**config.mk**
```make
export PLATFORM = sky130hd
export DESIGN_NAME = axi_wr_slave
export DESIGN_NICKNAME = d
export VERILOG_FILES = /design/src/rtl/axi_wr_slave.sv
export SDC_FILE = /design/constraint.sdc
export NUM_CORES = 2
export LEC_CHECK = 0
export CAP_MARGIN = 10
export CORE_UTILIZATION = 55
export CTS_CLUSTER_DIAMETER = 100
export DETAILED_ROUTE_END_ITERATION = 6
export HOLD_SLACK_MARGIN = 0.03
export PLACE_DENSITY = 0.71
export SLEW_MARGIN = 30
export SYNTH_ARGS = -nofsm -noshare
export SYNTH_HDL_FRONTEND = slang
export SYNTH_SLANG_ARGS = --single-unit
```
**constraint.sdc**
```tcl
create_clock -name aclk -period 2.8 [get_ports aclk]
set_input_delay 0.42 -clock aclk [delete_from_list [all_inputs] [get_ports aclk]]
set_output_delay 0.42 -clock aclk [all_outputs]
set_load 0.005 [all_outputs]
```
**src/rtl/axi_wr_slave.sv**
```systemverilog
// AXI4 write-channel slave backed by a small word memory.
// One outstanding burst; errors are reported with SLVERR and suppress the remaining writes of the burst.
module axi_wr_slave #(
  parameter int ID_W        = 4,
  parameter int ADDR_W      = 32,
  parameter int DATA_W      = 32,
  parameter int MEM_WORDS   = 64,
  parameter int AWREADY_DLY = 1
) (
  input  logic                         aclk,
  input  logic                         areset,
  input  logic [ID_W-1:0]              awid,
  input  logic [ADDR_W-1:0]            awaddr,
  input  logic [7:0]                   awlen,
  input  logic [2:0]                   awsize,
  input  logic [1:0]                   awburst,
  input  logic                         awvalid,
  output logic                         awready,
  input  logic [DATA_W-1:0]            wdata,
  input  logic [DATA_W/8-1:0]          wstrb,
  input  logic                         wlast,
  input  logic                         wvalid,
  output logic                         wready,
  output logic [ID_W-1:0]              bid,
  output logic [1:0]                   bresp,
  output logic                         bvalid,
  input  logic                         bready,
  input  logic [$clog2(MEM_WORDS)-1:0] dbg_addr,
  output logic [DATA_W-1:0]            dbg_data
);

  localparam int STRB_W = DATA_W / 8;
  localparam int OFFS   = $clog2(STRB_W);
  localparam int IDX_W  = $clog2(MEM_WORDS);

  typedef enum logic [1:0] {S_IDLE, S_DATA, S_RESP} state_t;

  state_t              state_q, state_d;
  logic [1:0]          cnt_q, cnt_d;
  logic [ID_W-1:0]     id_q, id_d;
  logic [ADDR_W-1:0]   addr_q, addr_d;
  logic [7:0]          len_q, len_d;
  logic [1:0]          burst_q, burst_d;
  logic [7:0]          beat_q, beat_d;
  logic                err_q, err_d;
  logic [ID_W-1:0]     bid_q, bid_d;
  logic [1:0]          bresp_q, bresp_d;
  logic [DATA_W-1:0]   dbg_q;
  logic [DATA_W-1:0]   mem [MEM_WORDS];

  logic                aw_hs, w_hs, last_beat, in_range, mem_we;
  logic [ADDR_W-1:0]   word_idx;

  // Reset is folded into awready so a zero delay cannot raise it while areset is held.
  assign awready   = (state_q == S_IDLE) && !areset && (int'(cnt_q) >= AWREADY_DLY);
  assign wready    = (state_q == S_DATA);
  assign bvalid    = (state_q == S_RESP);
  assign bid       = bid_q;
  assign bresp     = bresp_q;
  assign dbg_data  = dbg_q;

  assign aw_hs     = awvalid && awready;
  assign w_hs      = wvalid && wready;
  assign word_idx  = addr_q >> OFFS;
  assign in_range  = word_idx < ADDR_W'(MEM_WORDS);
  assign last_beat = (beat_q == len_q);
  assign mem_we    = w_hs && !err_q && in_range;

  always_comb begin
    state_d = state_q;
    cnt_d   = cnt_q;
    id_d    = id_q;
    addr_d  = addr_q;
    len_d   = len_q;
    burst_d = burst_q;
    beat_d  = beat_q;
    err_d   = err_q;
    bid_d   = bid_q;
    bresp_d = bresp_q;
    case (state_q)
      S_IDLE: begin
        cnt_d = awvalid ? ((cnt_q == 2'd3) ? cnt_q : cnt_q + 2'd1) : '0;
        if (aw_hs) begin
          id_d    = awid;
          addr_d  = awaddr;
          len_d   = awlen;
          burst_d = awburst;
          beat_d  = '0;
          err_d   = (awsize != 3'(OFFS)) || awburst[1];
          cnt_d   = '0;
          state_d = S_DATA;
        end
      end
      S_DATA: begin
        if (w_hs) begin
          beat_d = beat_q + 8'd1;
          if (burst_q == 2'b01) addr_d = addr_q + ADDR_W'(STRB_W);
          if (!in_range) err_d = 1'b1;
          // Burst closes on whichever of wlast / final beat count arrives first.
          if (wlast || last_beat) begin
            if (wlast != last_beat) err_d = 1'b1;
            bid_d   = id_q;
            bresp_d = err_d ? 2'b10 : 2'b00;
            state_d = S_RESP;
          end
        end
      end
      S_RESP: begin
        if (bready) state_d = S_IDLE;
      end
      default: state_d = S_IDLE;
    endcase
  end

  always_ff @(posedge aclk or posedge areset) begin
    if (areset) begin
      state_q <= S_IDLE;
      cnt_q   <= '0;
      id_q    <= '0;
      addr_q  <= '0;
      len_q   <= '0;
      burst_q <= '0;
      beat_q  <= '0;
      err_q   <= 1'b0;
      bid_q   <= '0;
      bresp_q <= '0;
      dbg_q   <= '0;
    end else begin
      state_q <= state_d;
      cnt_q   <= cnt_d;
      id_q    <= id_d;
      addr_q  <= addr_d;
      len_q   <= len_d;
      burst_q <= burst_d;
      beat_q  <= beat_d;
      err_q   <= err_d;
      bid_q   <= bid_d;
      bresp_q <= bresp_d;
      dbg_q   <= mem[dbg_addr];
    end
  end

  // Memory is deliberately outside the reset domain so completed writes survive areset.
  always_ff @(posedge aclk) begin
    if (mem_we) begin
      for (int unsigned b = 0; b < STRB_W; b++) begin
        if (wstrb[b]) mem[word_idx[IDX_W-1:0]][8*b +: 8] <= wdata[8*b +: 8];
      end
    end
  end

endmodule

```
==> qor.yml <==
hold_violations: 0
met3_usage: 0.07807
stdcell_count: 6972
cp_cell_sequence: "and3_2 -> buf_4 -> nand2_1 -> nor2_1 -> buf_4"
cpMostUsedCell: "buf_4"
yosysSeqAreaShare: 0.7668
wl_per_cell_um: 31.81
dieArea_um2: 153000
antenna_found_initial: 8
power.total_mw: 67.99
holdPathStages: 2
hpwl_um: 144600
drt_iter0_drc: 6295
core_um2: 150100
power_density_nw_per_um2: 699.9
rsz0062_at_grt: "false"
numCtsBuffers: 204
crit_type: "reg -> reg"
start_kind: "flop"
die_height_um: 391.1
timing.final.ws_setup_ns: -0.004920
die_w_um: 391.1
cp_slowest_cell: "dfrtp_1"
insertion_delay_ns: 0.85
p_leak_nw: 31.49
syn_area_per_cell_um2: 20.21
dp_cells: 6581
post-route-util: 0.6471
post-route-period-util: 1.002
status: "complete, but fails checks"
holdWs_ns: 0.09382
syn_to_final_growth_pct: 16.67
endpoint_kind: "flop"
drive_above_1_share: 0.2868
num_rows: 142
r2r_cells: 5
synth_edf_count: 2048
clock_tree.buffer_depth: 3
ant_nets: 0
n_fill_cell: 9817
hold_path_class: "in -> reg"
vdd_ir_drop_max_mv: 0.6220
slew_headroom: 0.3835
grt_max_degree: 65
ys.flop_type: "edfxtp_1"
slowest_delay_ns: 0.70
pre_cts_slack_ns: 0.03335
skew_ns: 0.02857
crit_fanout: 12
cp_data_required_time_ns: 3.33
met2_usage: 0.4425
synthesis.nets: 4222
synth_area_um2: 83260
gr-usage-met1: 0.4110
gp_congestion: 0.8992
dr.pass1.iters: 6
ys_types: 67
nets: 4886
cts_tree: "yes"
start_util: 0.5546
yosys_warnings: 0
synth_seq_cells: 2142
overflow: 0
fin_crit_ns: 2.805
h-tree-depth: 4
route.detailed.drc: 0
drv_cap: 0
fmax_ghz: 0.3565
top_usage_layer: "met2"
placed_area_um2: 90630
syn-instance-count: 4120
arrival_ns: 3.34
clock-sinks: 2142
vias: 44920
finalSetupTns_ns: -0.006503
grt_pass1_vias: 44670
grt_use_total: 0.2954
cts_root_buf: "clkbuf_16"
slew_viol_final: 0
via_per_inst: 6.443
path_clk_slew_ns: 0.06
io_pins: 138
worst_pin_slew_ns: 0.9226
port_buffers: 134
ys_async_sr_fraction: 0.04388
grt_pass1_wl_um: 317400
setup_viol: 3
wirelength_um: 221800
final_area_um2: 97140
violations: "negative setup slack"
## cells in the final DEF (no fill, tap or decap), types with 7 or more instances in the layout
cell | netlist | routed
a2111oi_0 | 12 | 12
a211oi_1 | 29 | 29
a21oi_1 | 36 | 36
a22oi_1 | 61 | 61
a2bb2oi_1 | 7 | 7
a31oi_1 | 7 | 7
and3_1 | 39 | 38
buf_12 | 0 | 56
buf_2 | 77 | 29
buf_4 | 26 | 514
clkbuf_1 | 95 | 51
clkbuf_16 | 0 | 207
clkbuf_8 | 0 | 15
clkdlybuf4s50_1 | 0 | 96
clkinv_1 | 0 | 40
clkinv_2 | 0 | 33
clkinvlp_4 | 0 | 9
dfrtp_1 | 94 | 93
dlygate4sd3_1 | 0 | 7
edfxtp_1 | 2048 | 2048
inv_1 | 9 | 8
mux2_2 | 11 | 11
mux2i_1 | 42 | 42
mux4_2 | 494 | 494
nand2_1 | 201 | 201
nand2b_1 | 15 | 15
nand3_1 | 84 | 84
nand4_1 | 62 | 62
nor2_1 | 297 | 295
nor2b_1 | 37 | 33
nor3_1 | 23 | 23
nor3b_1 | 7 | 7
nor4_1 | 13 | 13
o21ai_0 | 23 | 23
o221ai_1 | 54 | 54
o22ai_1 | 77 | 77
xor2_1 | 9 | 9
## Yosys cell counts (all sizes together) (5+ instances only)
| cell | n | share of area |
|---|---|---|
| mux2i | 42 | 0.0050 |
| a2bb2oi | 7 | 0.00074 |
| a2111oi | 12 | 0.0013 |
| nor2b | 37 | 0.0028 |
| a21oi | 37 | 0.0023 |
| a22oi | 61 | 0.0055 |
| or2 | 6 | 0.00045 |
| nor2 | 297 | 0.013 |
| nor4 | 14 | 0.0012 |
| o22a | 5 | 0.00053 |
| o22ai | 77 | 0.0058 |
| dfrtp | 94 | 0.028 |
| mux2 | 13 | 0.0018 |
| nand3 | 84 | 0.0050 |
| and4 | 5 | 0.00053 |
| edfxtp | 2048 | 0.74 |
| nor3 | 24 | 0.0016 |
| and3 | 39 | 0.0029 |
| buf | 154 | 0.011 |
| mux4 | 494 | 0.13 |
| nand2b | 15 | 0.0011 |
| xor2 | 9 | 0.00095 |
| o221ai | 54 | 0.0057 |
| nand4 | 62 | 0.0047 |
| nor3b | 7 | 0.00063 |
| a31oi | 7 | 0.00053 |
| nand2 | 206 | 0.0094 |
| inv | 10 | 0.00045 |
| clkbuf | 96 | 0.0043 |
| ha | 5 | 0.00075 |
| o21ai | 23 | 0.0014 |
| a211oi | 29 | 0.0026 |
## where the power goes
group / internal, mW / total [mW] / switching (mW)
Sequential: 35.5 / 36.1 / 0.597
Clock: 14.5 / 26.2 / 11.7
Combinational: 2.24 / 5.67 / 3.43
## state kept, by name (all words and copies together), names as in the netlist
name	cells
addr_q	30
beat_q	8
bid	4
bresp	1
burst_q	2
cnt_q	2
dbg_data	32
err_q	1
id_q	4
len_q	8
mem	2048
state_q	2
## critical path, delay by kind of cell, from the launching register on
| family | cells | cell delay, ns |
|---|---|---|
| AND/OR/NAND/NOR | 3 | 1.33 |
| flip-flops | 1 | 0.70 |
| buffers and inverters | 2 | 0.44 |
## final timing paths
check / startpoint / end / slack [ns]
max: addr_q[3]$_DFFE_PP0P_ / mem[23][28]$_DFFE_PP_ / -0.005
max in group asynchronous: areset / dbg_data[26]$_DFF_PP0_ / 2.16
min: wdata[8] / mem[19][8]$_DFFE_PP_ / 0.09
max reg2reg: addr_q[3]$_DFFE_PP0P_ / mem[23][28]$_DFFE_PP_ / -0.005
min in group asynchronous: areset / addr_q[25]$_DFFE_PP0P_ / 0.19
min reg2reg: burst_q[0]$_DFFE_PP0P_ / burst_q[0]$_DFFE_PP0P_ / 0.48
## what timing repair did
action / CTS / global route
hold endpoints to repair: 95 / 0
cloned: 1 / 0
setup endpoints to repair: 2 / 33
resized for setup: 6 / 2
hold buffers: 7 / 0
buffers inserted: 5 / 0
pin swaps: 1 / 0
## area by class of cell
class,count,area [um2],share of cell area
Antenna cell,4,10.01,0.0001030
Clock buffer,273,5578,0.05742
Clock inverter,101,762.0,0.007844
Inverter,10,43.79,0.0004508
Multi-Input combinational cell,1718,18100,0.1864
Sequential cell,2142,63850,0.6573
Tap cell,2016,2522,0.02597
Timing Repair Buffer,708,6270,0.06454
## cell families (layout without fill, tap and decap cells)
group | Yosys count | in the layout | synth area share
AO/OA/AOI/OAI | 341 | 341 | 0.02938
AND/OR/NAND/NOR | 810 | 810 | 0.04511
flip-flops | 2142 | 2142 | 0.7668
other | 1 | 5 | 0.00004504
XOR/XNOR | 12 | 12 | 0.001262
buffers and inverters | 260 | 1092 | 0.01618
multiplexers | 549 | 549 | 0.1404
adder cells (fa/ha/maj) | 5 | 5 | 0.0007513
## layer usage
| layer | vias up | wire length (um) |
|---|---|---|
| met5 | - | 43 |
| met4 | 6 | 10740 |
| met3 | 460 | 28540 |
| met2 | 2915 | 101700 |
| met1 | 23170 | 80730 |
| li1 | 18370 | - |
(Power assumes the default switching activity.)
